[config.mk]
export PLATFORM = sky130hd
export DESIGN_NAME = qq_head_flat
export DESIGN_NICKNAME = d
export VERILOG_FILES = /design/src/rtl/qq_pkg.sv /design/src/rtl/qq_head_if.sv /design/src/rtl/dffre.sv /design/src/rtl/qq_rr_arb2.sv /design/src/rtl/qq_head.sv /design/src/flat_wrapper.sv
export SDC_FILE = /design/constraint.sdc
export NUM_CORES = 1
export LEC_CHECK = 0
export ABC_AREA = 1
export ABC_CLOCK_PERIOD_IN_PS = 5170
export BUFFER_PORTS_ARGS = -buffer_cell sky130_fd_sc_hd__buf_4
export CORE_MARGIN = 5
export CORE_UTILIZATION = 46
export DETAILED_ROUTE_END_ITERATION = 12
export PLACE_DENSITY = 0.84
export SLEW_MARGIN = 20
export SYNTH_ARGS = -nofsm -noshare
export SYNTH_HDL_FRONTEND = slang
export SYNTH_HIERARCHICAL = 1
export SYNTH_SLANG_ARGS = --single-unit
[constraint.sdc]
create_clock -name clk -period 5.17 [get_ports clk]
set_clock_uncertainty 0.1 [all_clocks]
set_input_delay 0.517 -clock clk [delete_from_list [all_inputs] [get_ports clk]]
set_output_delay 0.517 -clock clk [all_outputs]
set_load 0.02 [all_outputs]
[src/rtl/qq_pkg.sv]
// qq_pkg: shared types and helpers for the quick-queue front end
package qq_pkg;
  typedef enum logic [1:0] {IDLE, HOLD, WAIT} qq_head_state_t;
  typedef enum logic {PUSH, POP} qq_op_t;
  function automatic logic [63:0] max_key(input int w);
    return (w >= 64) ? '1 : (64'd1 << w) - 64'd1;
  endfunction
endpackage

[src/rtl/qq_head_if.sv]
// qq_head_if: user-side push/pop/result handshake and status of the queue head
interface qq_head_if #(parameter int W = 32, parameter int CW = 3);
  logic enq_valid, enq_ready, pop_valid, pop_ready, res_valid, res_ready;
  logic full, empty, err;
  logic [W-1:0] enq_key, res_key;
  logic [CW-1:0] count;
  modport master (output enq_valid, enq_key, pop_valid, res_ready,
                  input enq_ready, pop_ready, res_valid, res_key, count, full, empty, err);
  modport slave (input enq_valid, enq_key, pop_valid, res_ready,
                 output enq_ready, pop_ready, res_valid, res_key, count, full, empty, err);
endinterface

[src/rtl/dffre.sv]
// dffre: enabled register with asynchronous active-high reset to zero
module dffre #(parameter int W = 32) (
  input  logic         clk,
  input  logic         rst,
  input  logic         en_i,
  input  logic [W-1:0] d_i,
  output logic [W-1:0] q_o
);
  always_ff @(posedge clk or posedge rst)
    if (rst) q_o <= '0;
    else if (en_i) q_o <= d_i;
endmodule

[src/rtl/qq_rr_arb2.sv]
// qq_rr_arb2: push/pop round-robin arbiter remembering the last granted op
module qq_rr_arb2 import qq_pkg::*; (
  input  logic clk,
  input  logic rst,
  input  logic req_push_i,
  input  logic req_pop_i,
  output logic gnt_push_o,
  output logic gnt_pop_o
);
  qq_op_t last_q, last_d;
  always_comb begin
    gnt_push_o = req_push_i & (~req_pop_i | (last_q == POP));
    gnt_pop_o = req_pop_i & (~req_push_i | (last_q == PUSH));
    last_d = gnt_push_o ? PUSH : gnt_pop_o ? POP : last_q;
  end
  always_ff @(posedge clk or posedge rst)
    if (rst) last_q <= POP;
    else last_q <= last_d;
endmodule

[src/rtl/qq_head.sv]
// qq_head: turns user push/pop handshakes into enq/deq pulses for the first qq_node
module qq_head import qq_pkg::*; #(
  parameter int W = 32,
  parameter int D = 4,
  parameter int N = 1
) (
  input  logic         clk,
  input  logic         rst,
  qq_head_if.slave     u,
  input  logic         node_rdy_i,
  input  logic         node_empty_i,
  input  logic [W-1:0] node_key_i,
  output logic         node_enq_o,
  output logic         node_deq_o,
  output logic [W-1:0] node_key_o
);
  localparam int CAP = D * N;
  localparam int CW = $clog2(CAP + 1);
  localparam logic [W-1:0] MAXK = W'(max_key(W));
  qq_head_state_t state_q, state_d;
  logic [CW-1:0] count_q, count_d;
  logic err_q, err_d, res_valid_q, res_valid_d;
  logic idle_rdy, push_el, pop_el, gnt_push, gnt_pop;
  assign u.count = count_q;
  assign u.full = count_q == CW'(CAP);
  assign u.empty = count_q == '0;
  assign u.err = err_q;
  assign u.res_valid = res_valid_q;
  assign idle_rdy = (state_q == IDLE) & node_rdy_i;
  assign push_el = idle_rdy & ~u.full & u.enq_valid;
  assign pop_el = idle_rdy & ~u.empty & u.pop_valid & (~res_valid_q | u.res_ready);
  qq_rr_arb2 u_arb (.clk(clk), .rst(rst), .req_push_i(push_el), .req_pop_i(pop_el),
                    .gnt_push_o(gnt_push), .gnt_pop_o(gnt_pop));
  dffre #(.W(W)) u_res (.clk(clk), .rst(rst), .en_i(gnt_pop), .d_i(node_key_i), .q_o(u.res_key));
  // HOLD ignores rdy for a cycle because the node drops it one cycle late
  always_comb begin
    state_d = (state_q == IDLE) ? ((gnt_push | gnt_pop) ? HOLD : IDLE) :
              (state_q == HOLD) ? WAIT : (node_rdy_i ? IDLE : WAIT);
    count_d = count_q + CW'(gnt_push) - CW'(gnt_pop);
    res_valid_d = gnt_pop | (res_valid_q & ~u.res_ready);
    err_d = err_q | (gnt_push & (u.enq_key == MAXK)) |
            (idle_rdy & ((node_empty_i != u.empty) | (~u.empty & (node_key_i == MAXK))));
    u.enq_ready = gnt_push;
    u.pop_ready = gnt_pop;
    node_enq_o = gnt_push;
    node_deq_o = gnt_pop;
    node_key_o = gnt_push ? ((u.enq_key == MAXK) ? MAXK - 1'b1 : u.enq_key) : '0;
  end
  always_ff @(posedge clk or posedge rst)
    if (rst) begin
      state_q <= IDLE;
      count_q <= '0;
      err_q <= 1'b0;
      res_valid_q <= 1'b0;
    end else begin
      state_q <= state_d;
      count_q <= count_d;
      err_q <= err_d;
      res_valid_q <= res_valid_d;
    end
endmodule

[src/flat_wrapper.sv]
// flat-port wrapper written by rule: the top's interface ports become plain ports
module qq_head_flat import qq_pkg::*;
#(
  parameter int W = 32,
  parameter int D = 4,
  parameter int N = 1
)
  (clk, rst, node_rdy_i, node_empty_i, node_key_i, node_enq_o, node_deq_o, node_key_o, u_enq_valid, u_enq_key, u_pop_valid, u_res_ready, u_enq_ready, u_pop_ready, u_res_valid, u_res_key, u_count, u_full, u_empty, u_err);
  qq_head_if #(.W(W), .CW(3)) u_i ();
  input  logic clk;
  input  logic rst;
  input  logic node_rdy_i;
  input  logic node_empty_i;
  input  logic [W-1:0] node_key_i;
  output logic node_enq_o;
  output logic node_deq_o;
  output logic [W-1:0] node_key_o;
  input wire logic [$bits(u_i.enq_valid)-1:0] u_enq_valid;
  input wire logic [$bits(u_i.enq_key)-1:0] u_enq_key;
  input wire logic [$bits(u_i.pop_valid)-1:0] u_pop_valid;
  input wire logic [$bits(u_i.res_ready)-1:0] u_res_ready;
  output wire logic [$bits(u_i.enq_ready)-1:0] u_enq_ready;
  output wire logic [$bits(u_i.pop_ready)-1:0] u_pop_ready;
  output wire logic [$bits(u_i.res_valid)-1:0] u_res_valid;
  output wire logic [$bits(u_i.res_key)-1:0] u_res_key;
  output wire logic [$bits(u_i.count)-1:0] u_count;
  output wire logic [$bits(u_i.full)-1:0] u_full;
  output wire logic [$bits(u_i.empty)-1:0] u_empty;
  output wire logic [$bits(u_i.err)-1:0] u_err;
  assign u_i.enq_valid = u_enq_valid;
  assign u_i.enq_key = u_enq_key;
  assign u_i.pop_valid = u_pop_valid;
  assign u_i.res_ready = u_res_ready;
  assign u_enq_ready = u_i.enq_ready;
  assign u_pop_ready = u_i.pop_ready;
  assign u_res_valid = u_i.res_valid;
  assign u_res_key = u_i.res_key;
  assign u_count = u_i.count;
  assign u_full = u_i.full;
  assign u_empty = u_i.empty;
  assign u_err = u_i.err;
  qq_head #(.W(W), .D(D), .N(N)) u_core (.clk(clk), .rst(rst), .u(u_i), .node_rdy_i(node_rdy_i), .node_empty_i(node_empty_i), .node_key_i(node_key_i), .node_enq_o(node_enq_o), .node_deq_o(node_deq_o), .node_key_o(node_key_o));
endmodule
## Word level (Yosys, flattened, before mapping)

Index checks and enable logic that the tools add are counted.

| word-level totals | value |
|---|---|
| output and inout port bits | 75 |
| latch bits | 0 |
| memories kept | 0 |
| flip-flop bits (word level) | 40 |
| input bits | 71 |
| ROM bits | 0 |
| RAM bits | 0 |

| operators by class | value |
|---|---|
| multipliers | 0 |
| muxes and demuxes | 8 |
| shift-type cells | 0 |
| divide/modulo/power cells | 0 |
| reductions and logical operators | 3 |
| add/sub/neg operators | 2 |
| bitwise gates (word level) | 27 |
| equal/unequal tests | 5 |
| $lt $le $gt $ge | 0 |

Operator list:

| operator | count |
|---|---|
| $eq 32x32->1 const B | 2 |
| $mux 32 | 2 |
| $and 1x1->1 | 12 |
| $or 1x1->1 | 8 |
| $not 1->1 | 7 |
| $mux 2 | 3 |
| $add 3x1->3 | 1 |
| $eq 3x3->1 const B | 1 |
| $logic_not 3->1 | 1 |
| $mux 1 | 3 |
| $sub 3x1->3 | 1 |
| $eq 2x1->1 const B | 1 |
| $logic_not 2->1 | 1 |
| $reduce_bool 2->1 | 1 |
| $ne 1x1->1 | 1 |

## Depth between registers and ports, before layout

Gate-level depths: netlist of run 1.

| logic depth | value |
|---|---|
| depth after elaboration | 11 |
| mapped depth | 12 |
| mapped depth without buffers | 11 |

## Modules after synthesis

Netlist of run 1, hierarchy kept.

Modules (own cells, without submodules):

| module | cells an instance | area each (um^2) | sequential area each (um^2) | instances |
|---|---|---|---|---|
| dffre | 137 | 1296.2 | 800.8 | 1 |
| qq_head | 172 | 887.1 | 175.2 | 1 |
| qq_rr_arb2 | 12 | 68.8 | 26.3 | 1 |

## Worst setup path before layout of run 1

Ideal clock, no wire load.

| timing path | value |
|---|---|
| path type | flip-flop to flip-flop |
| start | reg u_core.count_q[1], in the netlist u_core/u.count[1] |
| end | reg u_core.count_q[2], in the netlist u_core/u.count[2] |
| path slack | 2102 ps |
| data required time | 4941 ps |
| stages on the path, launching flop included | 9 |
| path buffers | 0 |
| clock period less this slack | 3068 ps |
| arrival time | 2840 ps |
| library setup time | 129 ps |
| cell sequence | dfrtp_1 > nor3_1 > nor3b_1 > a21oi_1 > ha_1 > inv_1 > ha_1 > fa_1 > xor2_1 |

RTL lines:

| element | RTL line | source |
|---|---|---|
| start: declaration | qq_head.sv:21 | `logic [CW-1:0] count_q, count_d;` |
| start signal: assignment | qq_head.sv:57 | `count_q <= count_d;` |
| $eq 3x3->1 | qq_head.sv:25 | `assign u.full = count_q == CW'(CAP);` |
| via u_full | flat_wrapper.sv:27 | `output wire logic [$bits(u_i.full)-1:0] u_full;` |
| $not 1->1 | qq_head.sv:30 | `assign push_el = idle_rdy & ~u.full & u.enq_valid;` |
| $and 1x1->1 (2 in a row) | qq_head.sv:30 |  |
| via u_core.push_el | qq_head.sv:23 | `logic idle_rdy, push_el, pop_el, gnt_push, gnt_pop;` |
| $not 1->1 | qq_rr_arb2.sv:13 | `gnt_pop_o = req_pop_i & (~req_push_i \| (last_q == PUSH));` |
| $or 1x1->1 | qq_rr_arb2.sv:13 |  |
| $and 1x1->1 | qq_rr_arb2.sv:13 |  |
| via node_deq_o | flat_wrapper.sv:16 | `output logic node_deq_o;` |
| $sub 3x1->3 | qq_head.sv:39 | `count_d = count_q + CW'(gnt_push) - CW'(gnt_pop);` |
| via u_core.count_d[2] | qq_head.sv:21 |  |

The timed path passes the listed nets, and every way through them passes these cells.
A chain may end at the register's enable or synchronous reset.

## Worst setup path after layout of run 1

| timing path | value |
|---|---|
| start | reg u_core.state_q[1] |
| end | out node_key_o[0] |

RTL lines:

| element | RTL line | source |
|---|---|---|
| start: declaration | qq_head.sv:20 | `qq_head_state_t state_q, state_d;` |
| start signal: assignment | qq_head.sv:56 | `state_q <= state_d;` |
| $logic_not 2->1 | qq_head.sv:29 | `assign idle_rdy = (state_q == IDLE) & node_rdy_i;` |
| $and 1x1->1 | qq_head.sv:29 |  |
| $and 1x1->1 (2 in a row) | qq_head.sv:30 |  |
| via u_core.push_el | qq_head.sv:23 |  |
| $and 1x1->1 | qq_rr_arb2.sv:12 | `gnt_push_o = req_push_i & (~req_pop_i \| (last_q == POP));` |
| $mux 32 | qq_head.sv:47 | `node_key_o = gnt_push ? ((u.enq_key == MAXK) ? MAXK - 1'b1 : u.enq_key) : '0;` |
| end: declaration | flat_wrapper.sv:17 | `output logic [W-1:0] node_key_o;` |

The timed path passes the listed nets, and every way through them passes these cells.

==> results.json, run 1 <==
{
  "cts_hold_buf": 0,
  "maxSlewViolCount": 0,
  "tns_ns": 0,
  "synthTopCellsByCount": "nand2_1, inv_1, dfrtp_1",
  "ir_drop_uv": 368,
  "area_delta_synth_final_pct": 53.2,
  "io_pins": 146,
  "grt_antenna_before_repair": 0,
  "reg2reg_depth": 7,
  "dieArea_um2": 6400,
  "synth-edff-count": 0,
  "cts_resized": 0,
  "worst_slack_ns": 1.96,
  "critPathMaxFanout": 37,
  "instances_no_fill": 530,
  "pre_cts_ws_ns": 1.97,
  "place_inst": 522,
  "via_per_inst": 4.45,
  "drv_cap": 0,
  "wl_per_cell_um": 12.7,
  "yosys.area.top_type": "dfrtp_1",
  "async_reset_ff_share_pct": 100,
  "fin_crit_sh_pct": 62.2,
  "critPathArrivalTime_ns": 2.60,
  "grt_pass1_wl_um": 10700,
  "synth_flop_cell": "dfrtp_1",
  "ys_seq_area_share_pct": 44.5,
  "hold_class": "input port to asynchronous set/reset pin",
  "cts_tree": "built",
  "hold_viol_final": 0,
  "synth_nets": 395,
  "synth_most_common_cell": "nand2_1",
  "grt.overflow.total": 0,
  "portBuffers": 145,
  "placed_cell_area_um2": 3320,
  "fill_cells": 401,
  "die_w_um": 80.0,
  "start_util_pct": 47.7,
  "grt_max_degree": 38,
  "wl_um": 6710,
  "htree_levels": 2,
  "synthCells": 321,
  "nets": 536,
  "setup.worst_path.end_class": "primary output",
  "crit_type": "flop to primary output",
  "worst_slew_pin_slew_ns": 0.630,
  "rsz0062_at_grt": "false",
  "clk-insertion-delay-late_ns": 0.29,
  "dieHeight_um": 80.0,
  "pwr_density_cell_nw_per_um2": 514,
  "gp_congestion": 0.874,
  "clock_sinks": 40,
  "crit_chain": "nor2_2 -> nand2_1 -> nor3b_1 -> nand2_1 -> nand2_2 -> nand2_1 -> a21oi_1 -> buf_4",
  "grt.total_usage_pct": 21.0,
  "synth_top_area_share_pct": 43.3,
  "drive_gt1_share_pct": 38.0,
  "cts_root_buf": "clkbuf_8",
  "outcome": "finished, final reports clean",
  "start_kind": "flop",
  "p_leak_uw": 0.00216,
  "drtPass1Iterations": 5,
  "yosys.cell_types.count": 25,
  "dp_hpwl_um": 5340,
  "ant_nets": 0,
  "synth-seq-cells": 40,
  "crit_required_ns": 4.55,
  "antennaDiodeCount": 0,
  "clk_transition_reported_paths_ns": 0.08,
  "numCtsBuffers": 5,
  "syn_area_um2": 2250,
  "rows": 25,
  "fmax_ghz": 0.311,
  "dr.first_iter.drc_count": 85,
  "finalSetupViolCount": 0,
  "num_vias": 2360,
  "crit_top_cell": "nand2_1",
  "crit_slowest_cell": "nor3b_1",
  "cts_setup_buffers": 0,
  "clock_path_buffers": 2,
  "drc": 0,
  "grt_pass1_vias": 2456,
  "yosys_warnings": 6,
  "core_area_um2": 4720,
  "syn_avg_cell_area_um2": 7.02,
  "relSlewSlack_pct": 57.9,
  "ys_top_cells_by_area": "dfrtp_1, nand2_1, inv_1",
  "max_stage_delay_ns": 0.56,
  "final_cell_area_um2": 3450,
  "period_needed_ns": 3.21
}
flip-flops by register name (all words and copies together), names as in the netlist:
name                 cells
u_core/u.count           3
u_core/u.res_valid       1
u_core/u_res/q_o        32
u_core/u_arb/last_q      1
u_core/u.err             1
u_core/state_q           2
cells in the final DEF (no fill, tap or decap):
master	Yosys	routed
ha_1	2	2
fa_1	1	1
nor4b_2	1	1
or2_2	1	1
dfstp_2	1	1
a21oi_1	3	2
o21a_1	1	1
nor2_2	3	3
nor3b_1	1	1
nor2_1	20	20
dfrtp_1	39	39
nor3_1	1	1
inv_1	45	45
inv_8	1	1
nand2_1	171	170
xor2_1	1	1
nand3_1	3	3
a21oi_4	0	1
inv_2	2	2
nand2_2	10	11
xnor2_1	1	1
clkbuf_8	3	7
bufinv_16	0	1
buf_4	2	147
path summary, 6_finish.rpt:
kind,start,end,slack [ns]
setup / recovery,u_core/state_q[1]$_DFF_PP0_,node_key_o[0],1.96
hold / removal,rst,u_core/u.count[2]$_DFF_PP0_,0.09
setup reg to reg,u_core/state_q[1]$_DFF_PP0_,u_core/u.count[1]$_DFF_PP0_,2.38
hold reg to reg,u_core/u_res/q_o[29]$_DFFE_PP0P_,u_core/u_res/q_o[29]$_DFFE_PP0P_,0.38
max in group asynchronous,rst,u_core/u_res/q_o[1]$_DFFE_PP0P_,4.46
min in group clk,node_rdy_i,u_core/state_q[1]$_DFF_PP0_,0.33
critical path, delay by kind of cell, from the launching register on:
family,cells,cell delay (ns)
and+or+nand+nor,6,1.58
DFF,1,0.40
AOI/OAI and AO/OA,1,0.17
buffers and inverters,1,0.17
report_power, final:
part / switching (µW) / internal (µW)
sequential: 94.0 / 458
clock: 104 / 170
combinational: 561 / 388
layer usage:
metal,share of wire [%],GRT usage (%),wire length [µm],vias up
met5,0,0,0,-
met4,2.1,8.78,142,0
met3,5.8,3.84,389,15
met2,54,37.6,3610,86
met1,38,24.5,2560,1055
li1,-,-,-,1204
area by class of cell:
class,instances,area [µm²],share of cell area [%]
multi-input combinational,220,946,27.4
clock buffer,7,96.3,2.79
inverter,48,188,5.44
timing repair buffer,147,1100,32.0
sequential,40,1000,29.1
clock inverter,1,30.0,0.871
tap,67,83.8,2.43
kinds of logic (layout without fill, tap and decap cells):
group / count (synthesis) / after routing / share of synthesized area, %
flops: 40 / 40 / 44.5
fa+ha+maj: 3 / 3 / 2.00
compound gates: 4 / 4 / 1.00
buf+inv: 61 / 203 / 14.1
simple gates: 211 / 211 / 37.6
xor+xnor: 2 / 2 / 0.778
per-stage QoR:
stage	util (%)	hold slack, ns	power, µW
final	73.0	0.0903	1770
after global routing	73.0	0.105	1900
after CTS	73.0	0.0818	1800
after detailed placement	70.3	0.361	1520
after global placement	70.3	0.356	1490
after floorplan	-	0.220	1110
No activity file was read; power rests on OpenSTA's default activity.
==> run 2: changes to the inputs <==
ABC_CLOCK_PERIOD_IN_PS = 2900   (was 5170)
CORE_UTILIZATION = 38   (was 46)
PLACE_DENSITY = 0.74   (was 0.84)
clock period = 2.9 ns   (was 5.17 ns; I/O delays follow)
==> run 2 against run 1 <==
- non-clock buffer count grew 2
- utilization is 14 points lower
- sequential share of layout area shrank 0.18 points
- register-to-register slack worse by 1.9 ns
- final cell count increased by 1.9%
- highest routed layer unchanged
- routed wire length decreased by 2.3%
- sequential power rose by 77%
- combinational power rose by 79%
- critical path depth decreased by 1
- setup slack worse by 1.6 ns
==> results.json, run 2 (same netlist as run 1, synthesis figures left out) <==
{
  "outcome": "finished, final reports clean",
  "grt_antenna_before_repair": 0,
  "hold_class": "input port to flop",
  "grt.overflow.total": 0,
  "rrSetupSlack_ns": 0.49,
  "antennaDiodeCount": 0,
  "rows": 28,
  "relSlewSlack_pct": 72.9,
  "via_per_inst": 4.28,
  "crit_type": "flop to primary output",
  "wl_um": 6560,
  "tns_ns": 0,
  "layout_common_cells": "nand2_1, buf_4, inv_1",
  "clk_transition_reported_paths_ns": 0.07,
  "grt.total_usage_pct": 16.8,
  "hold_viol_final": 0,
  "crit_required_ns": 2.51,
  "core_area_um2": 5850,
  "wl_per_cell_um": 12.1,
  "setup.worst_path.end_class": "primary output",
  "final_common_cell": "nand2_1",
  "reg2reg_depth": 10,
  "drv_cap": 0,
  "grt_max_degree": 38,
  "critPathArrivalTime_ns": 2.20,
  "pwr_density_cell_nw_per_um2": 900,
  "dieHeight_um": 87.0,
  "period_needed_ns": 2.59,
  "io_pins": 146,
  "start_kind": "flop",
  "ant_nets": 0,
  "clock_path_buffers": 2,
  "clock_sinks": 40,
  "drive_gt1_share_pct": 37.8,
  "die_w_um": 87.0,
  "clk-insertion-delay-late_ns": 0.29,
  "dp_hpwl_um": 5320,
  "gp_congestion": 0.870,
  "numCtsBuffers": 5,
  "area_delta_synth_final_pct": 54.1,
  "maxSlewViolCount": 0,
  "grt_pass1_vias": 2247,
  "fin_crit_sh_pct": 89.2,
  "dr.first_iter.drc_count": 48,
  "worst_slew_pin_slew_ns": 0.404,
  "cts_tree": "built",
  "regMostFlops": "u_core/u_res/q_o",
  "dieArea_um2": 7570,
  "largest_register_ff_count": 32,
  "p_leak_uw": 0.00216,
  "drc": 0,
  "htree_levels": 2,
  "rsz0062_at_grt": "false",
  "finalSetupViolCount": 0,
  "placed_cell_area_um2": 3340,
  "num_vias": 2309,
  "critPathMaxFanout": 37,
  "min_delay_path_depth": 2,
  "nets": 538,
  "cts_root_buf": "clkbuf_8",
  "grt_pass1_wl_um": 10200,
  "start_util_pct": 38.5,
  "drtPass1Iterations": 4,
  "ir_drop_uv": 501,
  "final_cell_area_um2": 3470,
  "fmax_ghz": 0.387,
  "portBuffers": 145
}
[run 2: cell count changes in the layout (fill, tap and decap cells not counted), sizes merged]
cell,previous run,this run
buf,147,148
clkbuf,7,6
clkinv,0,1
dlygate4sd3,0,1
[run 2: final timing paths]
path | from | end
worst min-delay path | node_rdy_i | u_core/state_q[1]$_DFF_PP0_
worst min register to register | u_core/state_q[1]$_DFF_PP0_ | u_core/state_q[1]$_DFF_PP0_
min in group asynchronous | rst | u_core/u.res_valid$_DFF_PP0_
max in group asynchronous | rst | u_core/u_res/q_o[24]$_DFFE_PP0P_
worst max register to register | u_core/state_q[1]$_DFF_PP0_ | u_core/u.count[2]$_DFF_PP0_
worst max-delay path | u_core/state_q[1]$_DFF_PP0_ | node_deq_o
[run 2: layer usage]
metal / global-route usage (%) / share of wire [%] / routed length, µm / up-vias
li1: - / - / - / 1204
met1: 19.2 / 37 / 2450 / 1024
met2: 30.7 / 55 / 3620 / 65
met3: 3.03 / 5.8 / 377 / 16
met4: 6.66 / 1.6 / 108 / 0
met5: 0 / 0 / 0 / -
[run 2: final cells by class]
type	count	area, µm²
Fill cell	552	2380
Inverter	48	188
Clock buffer	6	72.6
Multi-Input combinational cell	220	955
Timing Repair Buffer	149	1120
Tap cell	75	93.8
Sequential cell	40	1000
Clock inverter	2	35.0
[run 2: timing repair]
| item | 4_1_cts | 5_1_grt |
|---|---|---|
| resized for setup | 1 | 2 |
| endpoints found under the hold margin | 22 | 0 |
| setup buffers | 0 | 0 |
| setup endpoints to repair | 1 | 2 |
| cloned | 0 | 0 |
| hold buffers | 1 | 0 |
[run 2: power breakdown]
group          internal, µW  switching (µW)  leakage (µW)  total (µW)
Sequential              816             163      0.000495         979
Combinational           703            1000       0.00161        1700
Clock                   255             186     0.0000552         441
Total                  1770            1350       0.00216        3120
[run 2: critical path: stages, from the launching register on]
cell     delay [ns]
dfrtp_1        0.39
nor2_2         0.14
nand2_1        0.15
nor4b_2        0.32
inv_1          0.14
a21oi_4        0.14
buf_4          0.38
buf_4          0.22
[run 2: through the flow]
stage | hold slack (ns) | setup WS, ns | instances | power, µW | util, %
after floorplan | -0.00660 | 0.0580 | 321 | 1990 | -
after global placement | 0.165 | 0.409 | 531 | 2660 | 57.1
after detailed placement | 0.170 | 0.277 | 531 | 2700 | 57.1
after CTS | 0.0865 | 0.202 | 540 | 3160 | 59.2
after global routing | 0.0918 | 0.0835 | 540 | 3360 | 59.3
final | 0.0913 | 0.313 | 540 | 3120 | 59.3
